**src/rtl/uart_pkg.sv**
```systemverilog
// rtl/uart_pkg.sv - shared types and constants for the UART receive front end.
package uart_pkg;

  typedef enum logic [2:0] {IDLE, START, DATA, PARITY, STOP, BREAK} rx_state_t;

  localparam int OVERSAMPLE = 16;
  localparam int MID_TICK   = 7;

  // Rounded clock-cycles per oversample tick.
  function automatic int uart_div(input longint clk_hz, input longint baud);
    return int'((clk_hz + (baud * OVERSAMPLE) / 2) / (baud * OVERSAMPLE));
  endfunction

endpackage

```
**src/rtl/uart_rx_fifo_buf.sv**
```systemverilog
// rtl/uart_rx_fifo_buf.sv - first-word-fall-through FIFO; a pop frees space for a same-cycle push.
module uart_rx_fifo_buf #(
  parameter int DEPTH = 16,
  parameter int WIDTH = 8
) (
  input  logic                     clk,
  input  logic                     rst,
  input  logic                     push,
  input  logic                     pop,
  input  logic [WIDTH-1:0]         wdata,
  output logic [WIDTH-1:0]         rdata,
  output logic                     full,
  output logic                     empty,
  output logic [$clog2(DEPTH):0]   level
);

  localparam int AW = $clog2(DEPTH);

  logic [WIDTH-1:0] mem [DEPTH];
  logic [AW:0]      wr_ptr, rd_ptr;
  logic             do_pop, do_push;

  assign empty   = (wr_ptr == rd_ptr);
  assign full    = (wr_ptr[AW] != rd_ptr[AW]) && (wr_ptr[AW-1:0] == rd_ptr[AW-1:0]);
  assign level   = wr_ptr - rd_ptr;
  assign do_pop  = pop & ~empty;
  assign do_push = push & (~full | do_pop);
  assign rdata   = empty ? '0 : mem[rd_ptr[AW-1:0]];

  always_ff @(posedge clk or posedge rst) begin
    if (rst) begin
      wr_ptr <= '0;
      rd_ptr <= '0;
    end else begin
      if (do_push) wr_ptr <= wr_ptr + 1'b1;
      if (do_pop)  rd_ptr <= rd_ptr + 1'b1;
    end
  end

  always_ff @(posedge clk) begin
    if (do_push) mem[wr_ptr[AW-1:0]] <= wdata;
  end

endmodule

```
**src/rtl/uart_rx_fifo.sv**
```systemverilog
// rtl/uart_rx_fifo.sv - 16x oversampling 8N1 deframer feeding a FWFT byte FIFO.
// Define UART_RX_PARITY_EN for 8E1 framing with a parity_err pulse output.
module uart_rx_fifo
  import uart_pkg::*;
#(
  parameter int CLK_HZ     = 50_000_000,
  parameter int BAUD       = 115200,
  parameter int FIFO_DEPTH = 16
) (
  input  logic                          clk,
  input  logic                          rst,
  input  logic                          rx,
  output logic [7:0]                    rd_data,
  output logic                          rd_valid,
  input  logic                          rd_ready,
  output logic [$clog2(FIFO_DEPTH):0]   level,
  output logic                          frame_err,
`ifdef UART_RX_PARITY_EN
  output logic                          parity_err,
`endif
  output logic                          overrun
);

  localparam int DIV = uart_div(longint'(CLK_HZ), longint'(BAUD));
  localparam int DW  = $clog2(DIV + 1);

  rx_state_t     state_q, state_d;
  logic          rx_meta, rx_s, rx_prev;
  logic [DW-1:0] div_cnt;
  logic [3:0]    tick_cnt;
  logic [2:0]    bit_cnt;
  logic [7:0]    shift_q;
  logic          tick, mid, clr_cnt, shift_en, push_d, ferr_d, push_q;
  logic          full, empty, pop;
`ifdef UART_RX_PARITY_EN
  logic          par_sample, par_bad;
`endif

  always_ff @(posedge clk or posedge rst) begin
    if (rst) begin
      rx_meta <= 1'b1;
      rx_s    <= 1'b1;
      rx_prev <= 1'b1;
    end else begin
      rx_meta <= rx;
      rx_s    <= rx_meta;
      rx_prev <= rx_s;
    end
  end

  // Every sample point is tick_cnt == MID_TICK; the 4-bit counter wraps each bit.
  assign tick = (div_cnt == DW'(DIV - 1));
  assign mid  = tick && (tick_cnt == 4'(MID_TICK));

  always_ff @(posedge clk or posedge rst) begin
    if (rst) state_q <= IDLE;
    else     state_q <= state_d;
  end

  always_comb begin
    state_d  = state_q;
    clr_cnt  = 1'b0;
    shift_en = 1'b0;
    push_d   = 1'b0;
    ferr_d   = 1'b0;
`ifdef UART_RX_PARITY_EN
    par_sample = 1'b0;
`endif
    case (state_q)
      IDLE:  if (!rx_s && rx_prev) begin
               clr_cnt = 1'b1;
               state_d = START;
             end
      START: if (mid) state_d = rx_s ? IDLE : DATA;
      DATA:  if (mid) begin
               shift_en = 1'b1;
`ifdef UART_RX_PARITY_EN
               if (bit_cnt == 3'd7) state_d = PARITY;
`else
               if (bit_cnt == 3'd7) state_d = STOP;
`endif
             end
`ifdef UART_RX_PARITY_EN
      PARITY: if (mid) begin
                par_sample = 1'b1;
                state_d    = STOP;
              end
`endif
      STOP:  if (mid) begin
               if (rx_s) begin
`ifdef UART_RX_PARITY_EN
                 push_d = ~par_bad;
`else
                 push_d = 1'b1;
`endif
                 state_d = IDLE;
               end else begin
                 ferr_d  = 1'b1;
                 state_d = BREAK;
               end
             end
      BREAK: if (rx_s) state_d = IDLE;
      default: state_d = IDLE;
    endcase
  end

  always_ff @(posedge clk or posedge rst) begin
    if (rst) begin
      div_cnt  <= '0;
      tick_cnt <= '0;
      bit_cnt  <= '0;
      shift_q  <= '0;
    end else if (clr_cnt) begin
      div_cnt  <= '0;
      tick_cnt <= '0;
      bit_cnt  <= '0;
    end else begin
      div_cnt <= tick ? '0 : div_cnt + 1'b1;
      if (tick) tick_cnt <= tick_cnt + 1'b1;
      if (shift_en) begin
        shift_q <= {rx_s, shift_q[7:1]};
        bit_cnt <= bit_cnt + 1'b1;
      end
    end
  end

  always_ff @(posedge clk or posedge rst) begin
    if (rst) begin
      push_q    <= 1'b0;
      frame_err <= 1'b0;
`ifdef UART_RX_PARITY_EN
      parity_err <= 1'b0;
      par_bad    <= 1'b0;
`endif
    end else begin
      push_q    <= push_d;
      frame_err <= ferr_d;
`ifdef UART_RX_PARITY_EN
      parity_err <= mid && (state_q == STOP) && par_bad;
      if (par_sample) par_bad <= (rx_s != ^shift_q);
`endif
    end
  end

  // shift_q is stable while push_q is high: the FSM is back in IDLE by then.
  uart_rx_fifo_buf #(.DEPTH(FIFO_DEPTH), .WIDTH(8)) u_buf (
    .clk   (clk),
    .rst   (rst),
    .push  (push_q),
    .pop   (pop),
    .wdata (shift_q),
    .rdata (rd_data),
    .full  (full),
    .empty (empty),
    .level (level)
  );

  assign rd_valid = ~empty;
  assign pop      = rd_valid & rd_ready;
  assign overrun  = push_q & full & ~pop;

endmodule

```
**config.mk**
```make
export PLATFORM = sky130hd
export DESIGN_NAME = uart_rx_fifo
export DESIGN_NICKNAME = d
export VERILOG_FILES = /design/src/rtl/uart_pkg.sv /design/src/rtl/uart_rx_fifo_buf.sv /design/src/rtl/uart_rx_fifo.sv
export SDC_FILE = /design/constraint.sdc
export NUM_CORES = 1
export LEC_CHECK = 0
export CORE_MARGIN = 1
export CORE_UTILIZATION = 55
export CTS_CLUSTER_DIAMETER = 30
export DETAILED_ROUTE_END_ITERATION = 8
export PLACE_DENSITY_LB_ADDON = 0.15
export SYNTH_ARGS = -nofsm -noshare
export SYNTH_HDL_FRONTEND = slang
export SYNTH_SLANG_ARGS = --single-unit
```
**constraint.sdc**
```tcl
create_clock -name clk -period 4.1 [get_ports clk]
set_input_delay 0.615 -clock clk [delete_from_list [all_inputs] [get_ports clk]]
set_output_delay 0.615 -clock clk [all_outputs]
set_load 0.1 [all_outputs]
```
==> results.md <==
* Run status: completed
* Pin count of the biggest net entering global routing at 39
* Fmax achieved at ~290 MHz
* CP startpoint kind: flop
* R2r worst-path depth at 7
* Pre-CTS WS at approximately 1.1 ns
* WL/cell at 19.9 µm
* FF-to-FF End: u_buf.mem[11][4]
* Detail Route Antenna Nets at 0
* CTS Sinks at 166
* Worst skew pair latency at approximately 0.42 ns
* Critical Path End: rd_data[3]
* Slew HR at 0.355
* Register bit total from synthesis at 166
* CP Capture Type: output port
* Die height at between 100 and 150 µm
* PwrDens at 656 nW/µm²
* Setup TNS at 0 ns
* TritonRoute pass-1 iters at 5
* Fin area at about 8000 µm²
* Filler instances at 853
* RSZ-0062 raised after global routing: no
* Post-CTS Setup Bufs at 0
* Met1 Use GR at 0.296
* Synthesized net count at 411
* Total Routed Length at 12000 µm
* ANT cells at 0
* Synth Area in Compound Gates at 0.0243
* Static leakage at 0.00320 µW
* Synth Area in XOR/XNOR at 0.0229
* Worst vdd ir at 415 µV
* Dpl cells at 569
* Met3 Track Usage GR at 0.0436
* Final hold violations at 0
* Antenna violations before repair at 0
* Clock transition at path regs at approximately 0.060 ns
* Final setup fails at 0
* Post-Synth Adder-Cell Area at 0.0283
* Largest family of logic cells by synthesized area: multiplexers
* CORE AREA at 12100 µm²
* TritonCTS clock tree: yes
* Post-synth ARST share at 0.229
* Die area at 13000 µm²
* Vias in the first global route at 3519
* Vias per inst at 5.60
* Synth cell types at 43
* Finished Layout Cells at between 600 and 700
* First-pass GRT wire length at 19500 µm
* Htree depth at 4
* CTS Root Buffer Type: clkbuf_16
* DRT iter0 DRCs at about 270
* Register area share after synthesis at 0.696
* Most frequent cells in the layout: edfxtp_1, dfrtp_1, mux4_2
* Post-detail-place hpwl at 7750 µm
* Average size of a mapped cell at 17.6 µm²
* RR Startpoint: u_buf.rd_ptr[2]
* Simple-gate share of the synthesized area at 0.0539
* Syn. warnings at 0
* Post-route DRC at 0
* Reg2reg setup slack at 1.27 ns
* Crit path required time at roughly 3.5 ns
* Rows at 40
* Initial Util at 0.570
* GRT overflow at 0
* Post-DP Area at 7370 µm²
* Crit path launch: u_buf.rd_ptr[2]
* Period utilisation layout at 0.831
* Clock Skews at 0.00702 ns
* Fin crit period at 3.41 ns
* Setup WS post-layout at 0.691 ns
* Largest buffer count on any clock path at 2
* Primary FF master, synth: edfxtp_1
* Max FO, Critical Path at 20
* Final core occ at 0.663
* CP arrival at 2.79 ns
* Final slew viol count at 0
* Placer congestion estimate at between 0.7 and 0.8
* Hold Crit Class: flop to flop
* Global Route met2 Usage at 0.328
* Leading cell type in the layout, fill and taps excluded: edfxtp_1
* Most Used Layer, Global Route: met2
* Worst Tran Pin Value at 0.965 ns
* Final nets at about 440
* Die width at 114 µm
* Area delta synth->final at 16.5%
* Via Count at 3364
* Hold path start: rx_meta
* Post-cts resize count at 0
* EDFF count, synth at 128
* Port bufs at 19
* Hold-fix buffers, CTS at 0
* IO Count at 20
* Tot GR Track Use at 0.210
* Share of cells above drive strength 1 at 0.252
* WS Path Type: flop to output port
* Mux cell area share after synthesis at 0.150
* CTS Buf Count at 17
* Post-synthesis cell area at between 6000 and 7000 µm²
* # Max-Cap Violations at 0
* Cells after Synth at ~400
-- final cells by class --
class | count | area [µm²] | area share
tap | 168 | 210 | 0.0262
timing repair buffer | 28 | 345 | 0.0430
sequential | 166 | 4800 | 0.597
clock buffer | 18 | 429 | 0.0534
clock inverter | 14 | 229 | 0.0285
multi-input combinational | 192 | 1960 | 0.245
inverter | 15 | 56.3 | 0.00701
-- synthesized netlist by cell type (all sizes together) (2+ instances only) --
cell	n	share of area
a21o	2	0.0022
a21oi	11	0.0080
and3	2	0.0018
buf	13	0.013
clkbuf	6	0.0033
dfrtp	35	0.13
dfstp	3	0.011
edfxtp	128	0.56
ha	14	0.025
inv	15	0.0082
mux2	17	0.028
mux2i	9	0.013
mux4	32	0.11
nand2	10	0.0054
nand2b	6	0.0054
nand3	10	0.0073
nand4	6	0.0063
nor2	22	0.012
nor3	4	0.0029
nor3b	2	0.0029
nor4	3	0.0027
o21ai	14	0.011
xnor2	14	0.018
xor2	4	0.0051
-- routing by layer --
metal	vias to the layer above	share of wire	routed length [µm]
li1	1571	-	-
met1	1717	0.44	5230
met2	65	0.50	5980
met3	11	0.052	626
met4	0	0.0098	117
met5	-	0	0
-- registers in the layout, summed over array words and instances, names as in the netlist --
register / flops
u_buf.mem: 128
shift_q: 8
div_cnt: 5
u_buf.rd_ptr: 5
u_buf.wr_ptr: 5
tick_cnt: 4
bit_cnt: 3
state_q: 3
frame_err: 1
push_q: 1
rx_meta: 1
rx_prev: 1
rx_s: 1
-- how the worst min path moves through the flow --
stage,to,slack [ns],cells after the start
6_report,rx_s,0.35,0
5_1_grt,rx_s,0.36,0
4_1_cts,rx_s,0.35,0
3_5_place_dp,rx_s,0.35,0
3_3_place_gp,rx_s,0.35,0
2_1_floorplan,rx_s,0.35,0
-- where the power goes --
group          internal, µW  switching (µW)
Sequential             1860            53.9
Clock                  1140             620
Combinational           550            1050
-- cells by family after synthesis --
kind of cell | Yosys count
adder cells (fa/ha/maj) | 15
XOR/XNOR | 18
flip-flops | 166
buffers and inverters | 34
AND/OR/NAND/NOR | 71
AO/OA/AOI/OAI | 30
multiplexers | 58
-- critical path: stages (launching register included) --
cell      delay (ns)
dfrtp_1         0.33
buf_4           0.27
inv_1           0.08
ha_1            0.36
nand4_1         0.16
nand2b_1        0.54
o21ai_0         0.25
a21oi_2         0.21
buf_12          0.19
-- per-stage QoR --
step,power (µW),hold slack [ns]
floorplan,3170,0.345
global placement,3550,0.347
detailed placement,3570,0.347
CTS,5320,0.354
global route,5450,0.357
finish,5270,0.353
(Power assumes the default switching activity.)
